[src/rtl/tpsram_fifo_pkg.sv]
// Shared helpers for tpsram_fifo: address-width derivation and parameter-legality checks.
package tpsram_fifo_pkg;

  localparam int unsigned DEFAULT_WIDTH = 16;
  localparam int unsigned DEFAULT_DEPTH = 32;
  localparam int unsigned MIN_DEPTH     = 4;
  localparam int unsigned MAX_DEPTH     = 4096;
  localparam int unsigned MAX_WIDTH     = 64;

  // Ceiling log2; clog2(1) == 0.
  function automatic int unsigned clog2(input int unsigned value);
    int unsigned result;
    result = 0;
    for (int i = 0; i < 32; i++) begin
      if ((64'd1 << i) < 64'(value)) result = i + 1;
    end
    return result;
  endfunction

  // Address width of the storage array; never below one bit.
  function automatic int unsigned addr_width(input int unsigned depth);
    return (depth < 2) ? 1 : clog2(depth);
  endfunction

  function automatic bit is_pow2(input int unsigned value);
    return (value != 0) && ((value & (value - 1)) == 0);
  endfunction

  function automatic bit params_legal(input int unsigned width, input int unsigned depth,
                                      input int unsigned af_level,
                                      input int unsigned ae_level);
    return (width >= 1) && (width <= MAX_WIDTH) && is_pow2(depth) &&
           (depth >= MIN_DEPTH) && (depth <= MAX_DEPTH) &&
           (ae_level < af_level) && (af_level <= depth);
  endfunction

endpackage

[src/rtl/tpsram_fifo_mem.sv]
// Inferred simple dual-port RAM (one write port, one registered read port).
// The read register holds its value when ren is low; array contents are not reset.
module tpsram_fifo_mem #(
  parameter int unsigned WIDTH = 16,
  parameter int unsigned DEPTH = 32,
  parameter int unsigned AW    = 5
) (
  input  logic             clk,
  input  logic             arst,
  input  logic             wen,
  input  logic [AW-1:0]    waddr,
  input  logic [WIDTH-1:0] wd,
  input  logic             ren,
  input  logic [AW-1:0]    raddr,
  output logic [WIDTH-1:0] rd
);

  logic [WIDTH-1:0] mem_q [DEPTH];
  logic [WIDTH-1:0] rd_q;

  // Write port.
  always_ff @(posedge clk) begin
    if (wen) mem_q[waddr] <= wd;
  end

  // Registered read port; holds when not reading.
  always_ff @(posedge clk or posedge arst) begin
    if (arst) begin
      rd_q <= '0;
    end else if (ren) begin
      rd_q <= mem_q[raddr];
    end
  end

  assign rd = rd_q;

endmodule

[src/rtl/tpsram_fifo.sv]
// Single-clock synchronous FIFO over an inferred two-port RAM, with registered occupancy,
// almost-flags and sticky overflow/underflow errors.
// Optional macro TPSRAM_FIFO_OUTREG_EN adds an output pipeline stage (read latency 2).
module tpsram_fifo
  import tpsram_fifo_pkg::*;
#(
  parameter int unsigned WIDTH    = DEFAULT_WIDTH,
  parameter int unsigned DEPTH    = DEFAULT_DEPTH,
  parameter int unsigned AF_LEVEL = DEPTH - 4,
  parameter int unsigned AE_LEVEL = 4,
  localparam int unsigned AW      = addr_width(DEPTH)
) (
  input  logic             clk,
  input  logic             arst,
  input  logic             clr,
  input  logic             wen,
  input  logic [WIDTH-1:0] wd,
  input  logic             ren,
  output logic [WIDTH-1:0] rd,
  output logic             rd_valid,
  output logic             full,
  output logic             empty,
  output logic             almost_full,
  output logic             almost_empty,
  output logic [AW:0]      count,
  output logic             ovf,
  output logic             udf
);

  localparam logic [AW:0] PTR_ONE    = {{AW{1'b0}}, 1'b1};
  localparam logic [AW:0] AF_LVL     = AF_LEVEL[AW:0];
  localparam logic [AW:0] AE_LVL     = AE_LEVEL[AW:0];
  localparam bit          AF_AT_ZERO = (AF_LEVEL == 0);

  if (!params_legal(WIDTH, DEPTH, AF_LEVEL, AE_LEVEL)) begin : gen_bad_params
    $error("tpsram_fifo: illegal WIDTH/DEPTH/AF_LEVEL/AE_LEVEL combination");
  end

  logic [AW:0] wr_ptr_q, wr_ptr_d;
  logic [AW:0] rd_ptr_q, rd_ptr_d;
  logic [AW:0] count_q, count_d;
  logic        full_q, full_d;
  logic        empty_q, empty_d;
  logic        af_q, af_d;
  logic        ae_q, ae_d;
  logic        ovf_q, ovf_d;
  logic        udf_q, udf_d;
  logic        rd_acc, wr_acc;
  logic        push, pop;
  logic [WIDTH-1:0] ram_rd;

  // Acceptance, pointer advance, sticky errors and next-state flags.
  always_comb begin
    rd_acc   = ren & ~empty_q;
    // Push at full is only legal when a pop frees a slot in the same cycle.
    wr_acc   = wen & (~full_q | rd_acc);
    push     = wr_acc & ~clr;
    pop      = rd_acc & ~clr;
    wr_ptr_d = wr_ptr_q;
    rd_ptr_d = rd_ptr_q;
    ovf_d    = ovf_q;
    udf_d    = udf_q;
    if (clr) begin
      wr_ptr_d = '0;
      rd_ptr_d = '0;
      ovf_d    = 1'b0;
      udf_d    = 1'b0;
    end else begin
      if (push) wr_ptr_d = wr_ptr_q + PTR_ONE;
      if (pop) rd_ptr_d = rd_ptr_q + PTR_ONE;
      if (wen & full_q & ~rd_acc) ovf_d = 1'b1;
      if (ren & empty_q) udf_d = 1'b1;
    end
    count_d = wr_ptr_d - rd_ptr_d;
    empty_d = (wr_ptr_d == rd_ptr_d);
    full_d  = (wr_ptr_d[AW-1:0] == rd_ptr_d[AW-1:0]) && (wr_ptr_d[AW] != rd_ptr_d[AW]);
    af_d    = (count_d >= AF_LVL);
    ae_d    = (count_d <= AE_LVL);
  end

  // Pointer and flag registers.
  always_ff @(posedge clk or posedge arst) begin
    if (arst) begin
      wr_ptr_q <= '0;
      rd_ptr_q <= '0;
      count_q  <= '0;
      full_q   <= 1'b0;
      empty_q  <= 1'b1;
      af_q     <= AF_AT_ZERO;
      ae_q     <= 1'b1;
      ovf_q    <= 1'b0;
      udf_q    <= 1'b0;
    end else begin
      wr_ptr_q <= wr_ptr_d;
      rd_ptr_q <= rd_ptr_d;
      count_q  <= count_d;
      full_q   <= full_d;
      empty_q  <= empty_d;
      af_q     <= af_d;
      ae_q     <= ae_d;
      ovf_q    <= ovf_d;
      udf_q    <= udf_d;
    end
  end

  tpsram_fifo_mem #(
    .WIDTH (WIDTH),
    .DEPTH (DEPTH),
    .AW    (AW)
  ) u_mem (
    .clk   (clk),
    .arst  (arst),
    .wen   (push),
    .waddr (wr_ptr_q[AW-1:0]),
    .wd    (wd),
    .ren   (pop),
    .raddr (rd_ptr_q[AW-1:0]),
    .rd    (ram_rd)
  );

`ifdef TPSRAM_FIFO_OUTREG_EN
  logic             stage_valid_q;
  logic             rd_valid_q;
  logic [WIDTH-1:0] rd_q;

  // Output pipeline stage; CLR drops any word still travelling through it.
  always_ff @(posedge clk or posedge arst) begin
    if (arst) begin
      stage_valid_q <= 1'b0;
      rd_valid_q    <= 1'b0;
      rd_q          <= '0;
    end else begin
      stage_valid_q <= pop;
      rd_valid_q    <= stage_valid_q & ~clr;
      if (stage_valid_q & ~clr) rd_q <= ram_rd;
    end
  end

  assign rd = rd_q;
`else
  logic rd_valid_q;

  // One-cycle valid pulse aligned with the RAM read register.
  always_ff @(posedge clk or posedge arst) begin
    if (arst) begin
      rd_valid_q <= 1'b0;
    end else begin
      rd_valid_q <= pop;
    end
  end

  assign rd = ram_rd;
`endif

  assign rd_valid     = rd_valid_q;
  assign full         = full_q;
  assign empty        = empty_q;
  assign almost_full  = af_q;
  assign almost_empty = ae_q;
  assign count        = count_q;
  assign ovf          = ovf_q;
  assign udf          = udf_q;

endmodule

[config.mk]
export PLATFORM = sky130hd
export DESIGN_NAME = tpsram_fifo
export DESIGN_NICKNAME = d
export VERILOG_FILES = /design/src/rtl/tpsram_fifo_pkg.sv /design/src/rtl/tpsram_fifo_mem.sv /design/src/rtl/tpsram_fifo.sv
export SDC_FILE = /design/constraint.sdc
export NUM_CORES = 1
export LEC_CHECK = 0
export CAP_MARGIN = 10
export CORE_UTILIZATION = 61
export DETAILED_ROUTE_END_ITERATION = 8
export PLACE_DENSITY_LB_ADDON = 0.08
export SYNTH_ARGS = -nofsm -noshare
export SYNTH_HDL_FRONTEND = slang
export SYNTH_SLANG_ARGS = --single-unit
[constraint.sdc]
create_clock -name clk -period 3.9 [get_ports clk]
set_input_delay 1.17 -clock clk [delete_from_list [all_inputs] [get_ports clk]]
set_output_delay 1.17 -clock clk [all_outputs]
set_load 0.005 [all_outputs]
==> metrics.yaml, run 1 <==
clock_network:
  ctsHtreeMaxLevel: 2
  tritoncts_num_sinks: 553
  clk_transition_reported_paths_ps: 60
  post-cts-setup-buffer-count: 0
  cts_hold_buf: 0
  cts_tree: "yes"
  cts_resized: 0
  clock_latency_ps: 590
  numCtsBuffers: 53
  cts-root-to-sink-buffers: 3
  cts-root-buf: "clkbuf_16"
hold_path:
  holdCritPathClass: "flip-flop to flip-flop"
  min-delay-start: "u_mem.rd[1]"
  worst_hold_path.num_cells: 2
outcome:
  run_status: "finished, final reports clean"
critical_path:
  cp-end-kind: "flip-flop"
  critical_path.startpoint: "ren"
  critical_path.reg2reg.startpoint: "rd_ptr_q[1]"
  worst-endpoint-arrival_ps: 3910
  cp_max_fo: 5
  rr_worst_depth: 10
  nature_of_the_critical_path_startpoint: "primary input"
  worst-setup-path-type: "primary input to flip-flop"
  worstPathRequired_ps: 4370
synthesis:
  post_synth_main_area_contributors: "edfxtp_1 71%, mux4_2 12%, dfrtp_1 4.5%, mux2i_1 3.0%, nor2_1 0.95%"
  synthTopCellsByCount: "512 x edfxtp_1, 112 x mux4_2, 64 x mux2i_1"
  mappedNetlistNets: 1072
  synthesis.area_um2: 21600
  synth.ff_latch_count: 553
  synth_top_cell_area_share_pct: 71.1
  post_synth.cell_area_avg_um2: 20.8
  synth-seq-area-share_pct: 75.8
  dominant_cell_by_count_in_the_synthesized_netlist: "edfxtp_1"
  synth_top_area_cell: "edfxtp_1"
  postSynthCellCount: 1040
  async_flop_share_pct: 7.41
  ys_dominant_reg_cell: "edfxtp_1"
  number_of_flops_mapped_to_enable_cells_by_yosys: 512
  synth.lib_cells_used.distinct: 55
  synth-warning-count: 0
sta:
  timing.final.hold_violations: 0
  fmax_ghz: 0.291
  fin_skew_ps: 11.0
  tightestPinTransition_ps: 1170
  timing.final.crit_share_pct: 88.2
  period_needed_ps: 3440
  slew_headroom_pct: 21.6
  report.final.slew_viol_count: 0
  finalSetupViolCount: 0
  grt_setup_unrepaired: "no"
die:
  initial_utilization_pct: 62.3
  total_die_area_um2: 36200
  io_pins: 50
  num_rows: 68
  fp.dieW_um: 190
  die_y_um: 190
  core-area_um2: 34700
power:
  sequentialPowerShare_pct: 49.8
  p_int_mw: 10.5
  total_power_mw: 13.5
  swShare_pct: 22.4
  vdd.ir_drop.worst_mv: 0.531
  power_switching_mw: 3.03
  cellLeakagePower_nw: 7.99
  p_clk_share_pct: 36.9
  pwr-share-comb_pct: 13.3
  power-per-cell-area_nw_per_um2: 547
final_layout:
  fin_nets: 1213
  area_growth_pct: 14.4
  antenna-diode-count: 0
  layout.cell_area.non_filler_um2: 24800
  fill_cells: 2161
  post_route_cells_drive_above_1_share_pct: 25.5
global_routing:
  antenna_violations_before_repair: 0
  grt_start_max_net_pins: 79
  grt_pass1_vias: 10700
  overflow: 0
  first_pass_grt_wire_length_um: 68700
  gr-usage-all-layers_pct: 26.5
routing:
  drc_errors: 0
  drt_wl_total_um: 45900
  via_count: 10600
  drt_iter0_drc: 1017
  final_antenna_net_count: 0
  routed_via_density: 6.31
  first_pass_iters: 7
  wl_per_cell_um: 27.4
placement:
  place.gp.congestion: 0.881
  hpwlAfterDp_um: 26600
  port-buffer-count: 49
  detailed_place.area_um2: 23100
flow_run:
  max-cap-violations: 0
[through the flow]
| step | setup slack, ps | setup TNS, ps | std cells | utilization (%) | hold WS (ps) |
|---|---|---|---|---|---|
| floorplan | 179 | 0 | 1040 | - | 467 |
| global placement | 12.4 | 0 | 1581 | 66.4 | 458 |
| detailed placement | -77.1 | -97.8 | 1581 | 66.4 | 469 |
| CTS | 503 | 0 | 1677 | 71.3 | 481 |
| global route | 157 | 0 | 1677 | 71.3 | 530 |
| finish | 461 | 0 | 1677 | 71.3 | 476 |
[metal layers]
layer / track usage (%) / part of all wire, % / up-vias
met1: 39.2 / 43 / 5521
met3: 3.94 / 7.1 / 73
met2: 42.3 / 48 / 444
li1: - / - / 4537
met5: 0 / 0 / -
met4: 6.92 / 1.9 / 0
[critical path: stages]
cell	delay (ps)
clkdlybuf4s50_1	560
nand2b_1	120
a21boi_1	200
buf_4	160
nand4_1	110
xor2_1	170
nor2_1	170
ha_1	270
o21a_1	110
o31a_1	110
o22ai_1	170
xor3_1	290
nor4b_1	290
[power by group through the flow]
stage	combinational [mW]	clock [mW]	sequential (mW)
after global placement	1.79	0	6.86
after floorplan	1.23	0	6.83
after detailed placement	1.81	0	6.87
after CTS	1.83	5.06	6.75
after global routing	1.95	5.27	6.76
final	1.80	5.00	6.75
[placed cells by master (no fill, tap or decap), drive strengths merged, types with 4 or more instances in the layout]
cell type	n
a2111oi	4
a21oi	10
a221oi	15
a22o	12
a22oi	6
buf	90
bufinv	4
clkbuf	74
clkdlybuf4s50	49
clkinv	15
dfrtp	39
edfxtp	512
ha	10
inv	15
mux2	14
mux2i	64
mux4	112
nand2	18
nand2b	8
nand3	6
nor2	55
nor2b	12
o21ai	11
o221ai	5
o22ai	9
or2	6
xnor2	4
xor2	6
[final timing paths]
path,slack [ps],endpoint
worst min register to register,480,u_mem.rd[1]
worst max register to register,820,almost_empty
min in group asynchronous,1140,wr_ptr_q[0]
max in group asynchronous,2060,rd_ptr_q[0]
worst min-delay path,480,u_mem.rd[1]
worst max-delay path,460,almost_empty
[cell families (layout without fill, tap and decap cells)]
group / Yosys count / in the layout / synth area share, %
DFF: 553 / 553 / 75.8
muxes: 190 / 190 / 15.4
and+or+nand+nor: 120 / 120 / 2.63
AOI/OAI and AO/OA: 88 / 88 / 3.09
buffers and inverters: 67 / 249 / 1.90
adders and majority gates: 11 / 11 / 0.671
xor gates and xnor gates: 11 / 11 / 0.515
[final cells by class]
cell class                 count  area [um2]  area share (%)
clock buffer                  74        1490            6.01
tap                          455         569            2.30
multi-input combinational    420        4830            19.5
inverter                      14        52.6           0.212
clock inverter                22         208           0.839
sequential                   553       16400            66.3
timing repair buffer         139        1190            4.81
[registers in the layout (all words and copies together) (netlist names)]
signal,count
rd_ptr_q,6
empty,1
u_mem.mem_q,512
almost_empty,1
count,6
u_mem.rd,16
wr_ptr_q,6
full,1
rd_valid,1
ovf,1
udf,1
almost_full,1
(Power assumes the default switching activity.)
==> inputs of run 2 (changes only) <==
Settings changed: CAP_MARGIN 10 to 25, CTS_CLUSTER_SIZE set to 12.
==> metrics.yaml, run 2 (same netlist as run 1, synthesis figures left out) <==
placement:
  port-buffer-count: 49
  dp_cells: 1581
  place.gp.congestion: 0.881
  detailed_place.area_um2: 23100
  hpwlAfterDp_um: 26600
  place_worst_setup_slack_ps: -77.1
critical_path:
  crit_path_largest_cell_delay_ps: 560
  nature_of_the_critical_path_startpoint: "primary input"
  timing.critical_path.max_delay_family: "buffers and inverters"
  worst-setup-path-type: "primary input to flip-flop"
  worstPathRequired_ps: 4380
  critical_path_buf_inv_count: 2
  worstPathCellList: "clkdlybuf4s50_1 > nand2b_1 > a21boi_1 > buf_4 > nand4_1 > xor2_1 > nor2_1 > ha_1 > o21a_1 > o31a_1 > o22ai_1 > xor3_1 > nor4b_1"
  critical_path_slowest_stage_cell: "clkdlybuf4s50_1"
  cp_max_fo: 5
  cp-end-kind: "flip-flop"
  worst-endpoint-arrival_ps: 3890
final_layout:
  number_of_flip_flops_in_the_largest_register: 512
  layout.cell_area.non_filler_um2: 24900
  fin_nets: 1220
  layout.core_utilization_pct: 71.6
  multi_input_area_um2: 4830
  final_cell_count_no_fill: 1690
  mostFrequentLayoutCells: "512 x edfxtp_1, 112 x mux4_2, 88 x buf_4, 64 x mux2i_1, 57 x clkbuf_16"
  post_route_cells_drive_above_1_share_pct: 25.4
  regMostFlops: "u_mem.mem_q"
  area_growth_pct: 14.9
  fill_cells: 2137
  antenna-diode-count: 0
  area.sequential_um2: 16400
  final_common_cell: "edfxtp_1"
sta:
  hold-worst-slack_ps: 476
  timing.setup.tns_ps: 0
  timing.final.crit_share_pct: 87.3
  fin_skew_ps: 15.2
  period_needed_ps: 3410
  report.final.slew_viol_count: 0
  finalSetupViolCount: 0
  slew_headroom_pct: 47.4
  fmax_ghz: 0.294
  grt_setup_unrepaired: "no"
  tightestPinTransition_ps: 770
  setup_ws_ps: 495
  timing.final.hold_violations: 0
global_routing:
  first_pass_grt_wire_length_um: 68900
  overflow: 0
  gr-usage-all-layers_pct: 26.9
  grt_start_max_net_pins: 79
  antenna_violations_before_repair: 0
  grt_pass1_vias: 10800
routing:
  drt_iter0_drc: 1061
  first_pass_iters: 6
  routed_via_density: 6.32
  final_antenna_net_count: 0
  drc_errors: 0
  via_count: 10700
  drt_wl_total_um: 46300
  wl_per_cell_um: 27.4
die:
  num_rows: 68
  io_pins: 50
  core-area_um2: 34700
  die_y_um: 190
  fp.dieW_um: 190
  initial_utilization_pct: 62.3
  total_die_area_um2: 36200
clock_network:
  post-cts-setup-buffer-count: 0
  cts_hold_buf: 0
  tritoncts_num_sinks: 553
  cts-root-buf: "clkbuf_16"
  clock_latency_ps: 590
  cts_tree: "yes"
  cts-root-to-sink-buffers: 3
  clk_transition_reported_paths_ps: 60
  cts_resized: 0
  ctsHtreeMaxLevel: 2
  numCtsBuffers: 55
power:
  cellLeakagePower_nw: 8.03
  power-per-cell-area_nw_per_um2: 544
  total_power_mw: 13.5
  vdd.ir_drop.worst_mv: 0.422
outcome:
  run_status: "finished, final reports clean"
hold_path:
  holdCritPathClass: "flip-flop to flip-flop"
flow_run:
  max-cap-violations: 0
-- run 2: path summary, 6_finish.rpt --
kind | startpoint | end | slack [ps] | depth (start not counted)
worst max-delay path | ren | almost_empty | 490 | 13
worst min-delay path | u_mem.rd[1] | u_mem.rd[1] | 480 | 2
worst max register to register | rd_ptr_q[1] | almost_empty | 820 | 10
worst min register to register | u_mem.rd[1] | u_mem.rd[1] | 480 | 2
max in group asynchronous | arst | empty | 2540 | 3
min in group asynchronous | arst | rd_ptr_q[5] | 840 | 2
-- run 2: area by class of cell --
type	instances	area share [%]
timing repair buffer	144	5.16
tap	455	2.29
clock inverter	7	0.317
inverter	14	0.211
sequential	553	66.0
multi-input combinational	420	19.4
clock buffer	97	6.54
-- run 2: layer usage --
layer	vias to the layer above	wire (um)	GRT usage [%]
met5	-	0	0
met4	0	1230	9.08
met3	81	3120	4.45
met2	450	22200	41.7
met1	5574	19700	39.5
li1	4574	-	-
-- run 2: power by group --
group	internal (mW)	leakage, nW	switching, mW
combinational	0.972	2.08	0.838
sequential	6.63	5.12	0.115
clock	2.88	0.822	2.09
-- run 2: worst register-to-register path: stages, from the launching register on --
cell	delay, ps
dfrtp_4	570
and2_1	520
nand3_1	170
xor2_1	180
or2_2	290
ha_1	290
o21a_1	110
o31a_1	110
o22ai_1	170
xor3_1	290
nor4b_1	280
==> inputs of run 3 (changes only) <==
Settings changed: CORE_MARGIN set to 2, CORE_UTILIZATION 61 to 56.
Clock period 3.9 ns to 2.85 ns, I/O delays scaled along.
==> metrics.yaml, run 3 (same netlist as run 1, synthesis figures left out) <==
placement:
  port-buffer-count: 49
  hpwlAfterDp_um: 27300
  place.gp.congestion: 0.847
  dp_cells: 1650
die:
  initial_utilization_pct: 57.2
  io_pins: 50
  core-area_um2: 37800
  die_y_um: 201
  num_rows: 71
  total_die_area_um2: 40200
  fp.dieW_um: 201
critical_path:
  critical_path.reg2reg.startpoint: "wr_ptr_q[0]"
  regToRegEndpoint: "almost_empty"
  cp_max_fo: 6
  rr_worst_depth: 10
  worst-setup-path-type: "primary input to flip-flop"
  worstPathRequired_ps: 3350
  cp-end-kind: "flip-flop"
  setup.reg_to_reg.worst_slack_ps: 150
  nature_of_the_critical_path_startpoint: "primary input"
  worst-endpoint-arrival_ps: 3220
clock_network:
  cts_hold_buf: 0
  ctsHtreeMaxLevel: 2
  numCtsBuffers: 56
  cts-root-buf: "clkbuf_16"
  tritoncts_num_sinks: 553
  clk_transition_reported_paths_ps: 60
  cts-root-to-sink-buffers: 3
  cts_tree: "yes"
  clock_latency_ps: 600
global_routing:
  grt_start_max_net_pins: 75
  first_pass_grt_wire_length_um: 70600
  overflow: 0
  gr-usage-all-layers_pct: 24.1
  grt_pass1_vias: 10800
  antenna_violations_before_repair: 0
final_layout:
  final_common_cell: "edfxtp_1"
  post_route_cells_drive_above_1_share_pct: 27.8
  fill_cells: 2524
  mostFrequentLayoutCells: "512 x edfxtp_1, 112 x mux4_2, 70 x buf_4, 64 x mux2i_1, 56 x clkbuf_16"
  area_growth_pct: 17.7
  antenna-diode-count: 0
  regMostFlops: "u_mem.mem_q"
  number_of_flip_flops_in_the_largest_register: 512
  final_cell_count_no_fill: 1752
  fin_nets: 1231
  layout.core_utilization_pct: 67.3
sta:
  grt_setup_unrepaired: "no"
  timing.final.crit_share_pct: 95.4
  period_needed_ps: 2720
  finalSetupViolCount: 0
  report.final.slew_viol_count: 0
  fin_skew_ps: 24.3
  tightestPinTransition_ps: 997
  timing.final.hold_violations: 0
  slew_headroom_pct: 33.4
  fmax_ghz: 0.368
  hold-worst-slack_ps: 492
power:
  power-per-cell-area_nw_per_um2: 731
  vdd.ir_drop.worst_mv: 0.657
  cellLeakagePower_nw: 8.19
  total_power_mw: 18.6
routing:
  drt_wl_total_um: 47100
  routed_via_density: 6.06
  wl_per_cell_um: 26.9
  drc_errors: 0
  first_pass_iters: 5
  via_count: 10600
  drt_iter0_drc: 1053
  final_antenna_net_count: 0
hold_path:
  min-delay-start: "u_mem.rd[2]"
  worst_hold_path.num_cells: 2
  holdCritPathClass: "flip-flop to flip-flop"
  worstHoldEndpoint: "u_mem.rd[2]"
flow_run:
  max-cap-violations: 0
outcome:
  run_status: "finished, final reports clean"
run 3: layout make-up:
cell class / count / area [um2] / share of cell area, %
clock buffers: 88 / 1600 / 6.29
clock inverters: 12 / 96.3 / 0.379
inverters: 14 / 52.6 / 0.206
multi-input cells: 420 / 4940 / 19.4
flip-flops and latches: 553 / 16400 / 64.5
well taps: 511 / 639 / 2.51
repair buffers: 154 / 1710 / 6.72
run 3: what timing repair did:
action	4_1_cts	5_1_grt
setup buffers	0	2
endpoints found under the setup margin	2	2
pin swaps	0	6
resized for setup	1	12
run 3: power breakdown:
| group | leakage [nW] | internal, mW | switching, mW |
|---|---|---|---|
| Sequential | 5.12 | 9.08 | 0.154 |
| Combinational | 2.24 | 1.39 | 1.17 |
| Clock | 0.830 | 3.92 | 2.90 |
| Total | 8.19 | 14.4 | 4.22 |
run 3: routing by layer:
metal  GRT usage [%]  vias to the layer above  wire length (um)  share of wire, %
met1            35.7                     5571             20200                43
met4            6.64                        0              1130               2.4
met5               0                        -                 0                 0
met2            37.7                      385             22500                48
li1                -                     4593                 -                 -
met3            4.37                       74              3300               7.0
run 3: worst max path at each step:
stage / endpoint / depth (start not counted) / from / slack, ps
after floorplan: almost_full / 10 / ren / 20
after global placement: almost_full / 11 / ren / -630
after detailed placement: almost_full / 11 / ren / -680
after CTS: almost_full / 11 / wen / 60
after global routing: almost_empty / 12 / ren / 20
final: almost_empty / 11 / ren / 130
run 3: metrics by stage:
step | worst slack (ps) | TNS (ps) | cell area (um2)
4_1_cts | 63.4 | 0 | 25400
6_report | 130 | 0 | 25500
3_3_place_gp | -632 | -20410 | 23700
3_5_place_dp | -685 | -18160 | 23700
2_1_floorplan | 16.1 | 0 | 21700
5_1_grt | 22.1 | 0 | 25500
run 3: critical path, cell delays in order:
cell and delay (ps):
clkdlybuf4s15_1 220, nor2b_2 180, buf_4 160, mux2i_1 120
or2_4 230, ha_1 290, nor2b_1 150, o31a_1 280
o22ai_2 130, xor3_2 310, nor4b_2 280
